### config.mk
export PLATFORM = sky130hd
export DESIGN_NAME = cpu_ctrl
export DESIGN_NICKNAME = d
export VERILOG_FILES = /design/src/rtl/cpu_ctrl.sv
export SDC_FILE = /design/constraint.sdc
export NUM_CORES = 1
export LEC_CHECK = 0
export BUFFER_PORTS_ARGS = -buffer_cell sky130_fd_sc_hd__buf_2
export CAP_MARGIN = 20
export CORE_UTILIZATION = 48
export CTS_CLUSTER_DIAMETER = 200
export DETAILED_ROUTE_END_ITERATION = 16
export PLACE_DENSITY_LB_ADDON = 0.2
export SYNTH_ARGS = -nofsm -noshare
export SYNTH_HDL_FRONTEND = slang
export SYNTH_SLANG_ARGS = --single-unit
### constraint.sdc
create_clock -name pclk -period 2.5 [get_ports pclk]
set_input_delay 0.375 -clock pclk [delete_from_list [all_inputs] [get_ports pclk]]
set_output_delay 0.375 -clock pclk [all_outputs]
set_load 0.05 [all_outputs]
### src/rtl/cpu_ctrl.sv
// Eight-phase instruction-cycle controller: one instruction per 8 cycles, strobes decoded combinationally.
// HLT parks the sequencer in phase 3 until go; there is no other backpressure.
module cpu_ctrl #(
  parameter int ICNT_W = 8
) (
  input  logic              pclk,
  input  logic              rst,
  input  logic [2:0]        opcode,
  input  logic              zero,
  input  logic              go,
  output logic              sel,
  output logic              rd,
  output logic              wr,
  output logic              ld_ir,
  output logic              ld_ac,
  output logic              inc_pc,
  output logic              ld_pc,
  output logic              data_e,
  output logic              halt,
  output logic [2:0]        phase,
  output logic [ICNT_W-1:0] icount
);

  localparam logic [2:0] OP_HLT = 3'd0;
  localparam logic [2:0] OP_SKZ = 3'd1;
  localparam logic [2:0] OP_ADD = 3'd2;
  localparam logic [2:0] OP_AND = 3'd3;
  localparam logic [2:0] OP_XOR = 3'd4;
  localparam logic [2:0] OP_LDA = 3'd5;
  localparam logic [2:0] OP_STO = 3'd6;
  localparam logic [2:0] OP_JMP = 3'd7;

  // Low three bits of the running states equal the phase number.
  typedef enum logic [3:0] {
    S_INST_ADDR  = 4'd0,
    S_INST_FETCH = 4'd1,
    S_INST_LOAD  = 4'd2,
    S_DECODE     = 4'd3,
    S_OP_ADDR    = 4'd4,
    S_OP_FETCH   = 4'd5,
    S_ALU_OP     = 4'd6,
    S_STORE      = 4'd7,
    S_HALTED     = 4'd8
  } state_t;

  state_t            r_state;
  state_t            w_next;
  logic [ICNT_W-1:0] r_icount;
  logic [2:0]        w_phase_inc;
  logic              w_aluop;
  logic              w_is_hlt;
  logic              w_is_skz;
  logic              w_is_sto;
  logic              w_is_jmp;

  assign w_aluop  = (opcode == OP_ADD) || (opcode == OP_AND) ||
                    (opcode == OP_XOR) || (opcode == OP_LDA);
  assign w_is_hlt = (opcode == OP_HLT);
  assign w_is_skz = (opcode == OP_SKZ);
  assign w_is_sto = (opcode == OP_STO);
  assign w_is_jmp = (opcode == OP_JMP);

  assign w_phase_inc = r_state[2:0] + 3'd1;

  always_ff @(posedge pclk or posedge rst) begin
    if (rst) begin
      r_state  <= S_INST_ADDR;
      r_icount <= '0;
    end else begin
      r_state <= w_next;
      if (r_state == S_STORE) begin
        r_icount <= r_icount + ICNT_W'(1);
      end
    end
  end

  always_comb begin
    w_next = state_t'({1'b0, w_phase_inc});
    sel    = 1'b0;
    rd     = 1'b0;
    wr     = 1'b0;
    ld_ir  = 1'b0;
    ld_ac  = 1'b0;
    inc_pc = 1'b0;
    ld_pc  = 1'b0;
    data_e = 1'b0;
    halt   = 1'b0;
    case (r_state)
      S_INST_ADDR: begin
        sel = 1'b1;
      end
      S_INST_FETCH: begin
        sel = 1'b1;
        rd  = 1'b1;
      end
      S_INST_LOAD: begin
        sel   = 1'b1;
        rd    = 1'b1;
        ld_ir = 1'b1;
      end
      S_DECODE: begin
        halt = w_is_hlt;
        if (w_is_hlt) begin
          w_next = S_HALTED;
        end
      end
      S_OP_ADDR: begin
        inc_pc = 1'b1;
      end
      S_OP_FETCH: begin
        rd = w_aluop;
      end
      S_ALU_OP: begin
        rd     = w_aluop;
        inc_pc = w_is_skz & zero;
        ld_pc  = w_is_jmp;
        data_e = w_is_sto;
      end
      S_STORE: begin
        rd     = w_aluop;
        ld_ac  = w_aluop;
        wr     = w_is_sto;
        data_e = w_is_sto;
      end
      S_HALTED: begin
        // Resume straight into OP_ADDR so the PC steps past the HLT word.
        halt   = 1'b1;
        w_next = go ? S_OP_ADDR : S_HALTED;
      end
      default: begin
        w_next = S_INST_ADDR;
      end
    endcase
  end

  assign phase  = (r_state == S_HALTED) ? 3'd3 : r_state[2:0];
  assign icount = r_icount;

endmodule

* After elaboration in Yosys (flattened, before gate mapping)
Cells that the tools add are included.
Cells by class: add/subtract/negate cells 2, multiply operators 0, divide/modulo/power cells 0, order comparisons 0, equality and inequality tests 15, shifts and indexed selects 0, muxes and demuxes 13, bitwise operators 1, reductions and logical operators 10
Operators by type and width (count):
- 4-bit by 3-bit equality test with 1-bit output, second input constant | 4
- 3-bit equality test, second input constant | 4
- 4-bit case mux with 3 select lines | 1
- 8-bit by 1-bit adder with 8-bit output, second input constant | 1
- 4-bit by 2-bit equality test with 1-bit output, second input constant | 2
- 4-bit two-way mux | 2
- 7-bit OR reduction | 1
- 3-bit by 2-bit equality test with 1-bit output, second input constant | 2
- 1-bit two-way mux | 6
- 1-bit case mux with 2 select lines | 3
- 3-bit OR reduction | 2
- 4-bit by 1-bit equality test with 1-bit output, second input constant | 1
- 4-bit equality test, second input constant | 1
- 4-bit logical NOT | 1
- 2-bit OR reduction | 2
- 3-bit by 1-bit adder with 3-bit output, second input constant | 1
- 3-bit by 1-bit equality test with 1-bit output, second input constant | 1
- 3-bit logical NOT | 1
- 1-bit logical OR | 3
- 3-bit two-way mux | 1
- 1-bit bitwise AND | 1
Storage, ports and cells: flip-flop bits (word level) 12, latch bits 0, bits in writable memories 0, memory bits (read-only) 0, input bits 7, output and inout bits 20, word-level logic and storage cells 43, memories 0

* Longest topological paths before layout
depth in word-level cells 5, gate-level depth with buffers 5, mapped depth without buffers 5

* Least setup slack after synthesis
No wires, ideal clock.
kind register to output, start point register r_state[0], end point output port data_e, data arrival time 2248 ps, required time 2125 ps, setup slack -123 ps, cell stages (with the launch flop) 5, buffers on the path 0, path through dfrtp_1 > inv_1 > ha_1 > nor2_1 > nor4_1
Between the ends: word-level cells in the longest chain between the ends 3, elaborated cells on any way between the ends 4, those cells by class 2 x eq/ne; 1 x mux; 1 x reduce/logical
Ends and longest elaborated chain:
- start, declared | line 46 | state_t r_state;
- start signal, assigned | line 70 | r_state <= w_next;
- 4-bit by 3-bit equality test with 1-bit output | line 88 | case (r_state)
- 2-bit OR reduction (no source line) *
- 1-bit two-way mux * | line 88
- end, declared | line 18 | output logic data_e,
Every way passes the cells marked *; elsewhere a longest branch is shown, timed or not.

* Final worst setup path
start point register r_state[0], end point output port sel
Between the ends: word-level cells in the longest chain between the ends 3, elaborated cells on any way between the ends 5, those cells by class 2 x eq/ne; 1 x mux; 2 x reduce/logical
Ends and longest elaborated chain:
- 4-bit by 2-bit equality test with 1-bit output (tied with other cells) | line 88
- 3-bit OR reduction (no source line) *
- 1-bit two-way mux * | line 88
- end, declared | line 11 | output logic sel,
Marked as above.

==> out/results.ini <==
[run_status]
status = complete, no violations

[worst_setup_path]
cp-endpoint = sel
crit_path_start = r_state[0]
critical_path_buf_inv_count = 2
crit_fanout = 7
reg2reg_from = r_state[0]
critPathSlowestCell = or3_1
cp_top_family = simple AND/OR/NAND/NOR gates
cp-start-kind = register
worst_path_largest_cell_delay_ns = 0.42
path_depth = 5
crit_type = register to output port
worst_setup_path_end_kind = output port
critPathArrivalTime_ns = 1.85
cp_cell_sequence = inv_1 -> ha_1 -> or3_1 -> and2_1 -> buf_2
r2r_cells = 5
r2r_slack_ns = 0.56
timing.rr.end = r_state[1]
worstPathRequired_ns = 2.12

[die]
rows = 14
ios = 27
chipWidth_um = 42.5
core_area_um2 = 1520
die_h_um = 42.5
start_util = 0.516
die_area_um2 = 1800

[sta]
setup_ws_ns = 0.271
slew_violations = 0
skew_ns = 0.00254
timing.slew.headroom = 0.704
setup_viol = 0
max_freq_mhz = 449
post-route-period-util = 0.892
min_period_ns = 2.23
finalHoldViolations = 0
rsz0062_at_grt = no
worst_pin_slew_ns = 0.444
finalSetupTns_ns = 0

[job]
drv_cap = 0

[detailed_routing]
post_drt_wl_per_cell_um = 11.4
first_pass_iters = 4
vias_per_cell = 5.38
post-route-drc-count = 0
wl_um = 1420
drt_iter0_drc = 16
antenna_left = 0
num_vias = 673

[global_routing]
gr-usage-all-layers = 0.169
grt_pass1_vias = 535
antenna_found_initial = 0
grt_overflow_total = 0
grt_pass1_wl_um = 2260
grt_max_degree = 16

[placed_design]
dp_hpwl_um = 1140
dp_slack_ns = 0.405
io_buffers = 26
gp_congestion = 0.787

[synthesis]
yosys.area.top_type = dfrtp_1
synthTopCellsByArea = dfrtp_1, ha_1, xnor2_1, nand2_1, nor2_1
yosys_warnings = 0
syn_nets = 97
ys_seq_area_frac = 0.382
ys_ff_latch = 12
postSynthCellCount = 84
synthesis.area_um2 = 786
synth_most_common_cell = dfrtp_1
synth_top_area_share = 0.382
syn_avg_cell_area_um2 = 9.35
synth-main-ff-cell = dfrtp_1
synth_common_cells = dfrtp_1, nand2_1, nor2_1, ha_1, xnor2_1
ys_async_sr_fraction = 1.00
synth.distinct_cells = 34
synth_edf_count = 0

[clocking]
cts_hold_buffers = 0
clk_path_buf_depth = 2
cts-resized-gates = 0
root_buffer = clkbuf_4
path_clk_slew_ns = 0.06
cts_max_level = 1
cts_buffers = 3
clkSinkCount = 12
clock_latency_ns = 0.26
cts_tree = built
cts_setup_buffers = 0

[pwr]
irDropWorstVdd_mv = 0.921
powerDensity_nw_per_um2 = 1170
p_int_mw = 0.502
switching_share = 0.542
seq_power_share = 0.275
comb_power_share = 0.624
p_clk_frac = 0.100
p_leak_nw = 0.484
p_switching_mw = 0.594

[finish]
seq_area_um2 = 300
num_antenna_cells = 0
drive_gt1_frac = 0.312
n_fill_cell = 150
area_growth_pct = 19.3
nNetsFinal = 124
finish.utilization = 0.615
multi_input_area_um2 = 453

[worst_hold_path]
hp-class = input port to async pin

==> kinds of logic after synthesis <==
logic type | Yosys count | synth area share
buf+inv | 7 | 0.0494
flops | 12 | 0.382
fa+ha+maj | 6 | 0.0955
simple gates | 40 | 0.285
xor+xnor | 9 | 0.100
compound gates | 10 | 0.0876
==> flip-flops by register name, summed over array words and instances (netlist names) <==
register	flops
icount	8
r_state	4
==> cells in the final DEF (no fill, tap or decap), types with 3 or more instances in the layout <==
| cell type | n |
|---|---|
| buf_2 | 26 |
| dfrtp_1 | 12 |
| nand2_1 | 9 |
| nor2_1 | 7 |
| xnor2_1 | 6 |
| ha_1 | 6 |
| nor3_1 | 4 |
| nand4_1 | 3 |
| inv_1 | 3 |
| xor2_1 | 3 |
| clkbuf_4 | 3 |
==> metrics by stage <==
stage | hold WS (ns) | total power [mW] | instance area [µm²] | std cells
finish | 0.0960 | 1.10 | 937 | 125
floorplan | 0.240 | 0.868 | 792 | 84
global placement | 0.396 | 0.986 | 915 | 122
global route | 0.140 | 1.17 | 937 | 125
CTS | 0.108 | 1.11 | 937 | 125
detailed placement | 0.400 | 0.994 | 915 | 122
==> metal layers <==
metal | track usage | wire length [µm] | vias to the layer above
met5 | 0 | 0 | -
met2 | 0.249 | 676 | 15
met4 | 0.0188 | 0 | 0
met1 | 0.235 | 674 | 309
li1 | - | - | 349
met3 | 0.0776 | 68 | 0
==> how the worst min path moves through the flow <==
stage	start	endpoint	depth (start not counted)
finish	rst	r_state[2]	2
detailed placement	rst	icount[7]	2
global placement	rst	icount[7]	2
global route	rst	icount[6]	2
floorplan	rst	icount[0]	1
CTS	rst	icount[7]	2
==> cell type report <==
cell class | count | area share
multi-input cells | 65 | 0.483
clock buffers | 3 | 0.0240
flip-flops and latches | 12 | 0.320
inverters | 3 | 0.0120
well taps | 16 | 0.0214
repair buffers | 26 | 0.139
==> power by group through the flow <==
| stage | Sequential (mW) | Combinational [mW] | Clock, mW |
|---|---|---|---|
| floorplan | 0.346 | 0.523 | 0 |
| global placement | 0.303 | 0.683 | 0 |
| detailed placement | 0.306 | 0.688 | 0 |
| CTS | 0.302 | 0.690 | 0.116 |
| global route | 0.309 | 0.735 | 0.127 |
| finish | 0.302 | 0.684 | 0.110 |
(Power assumes the default switching activity.)
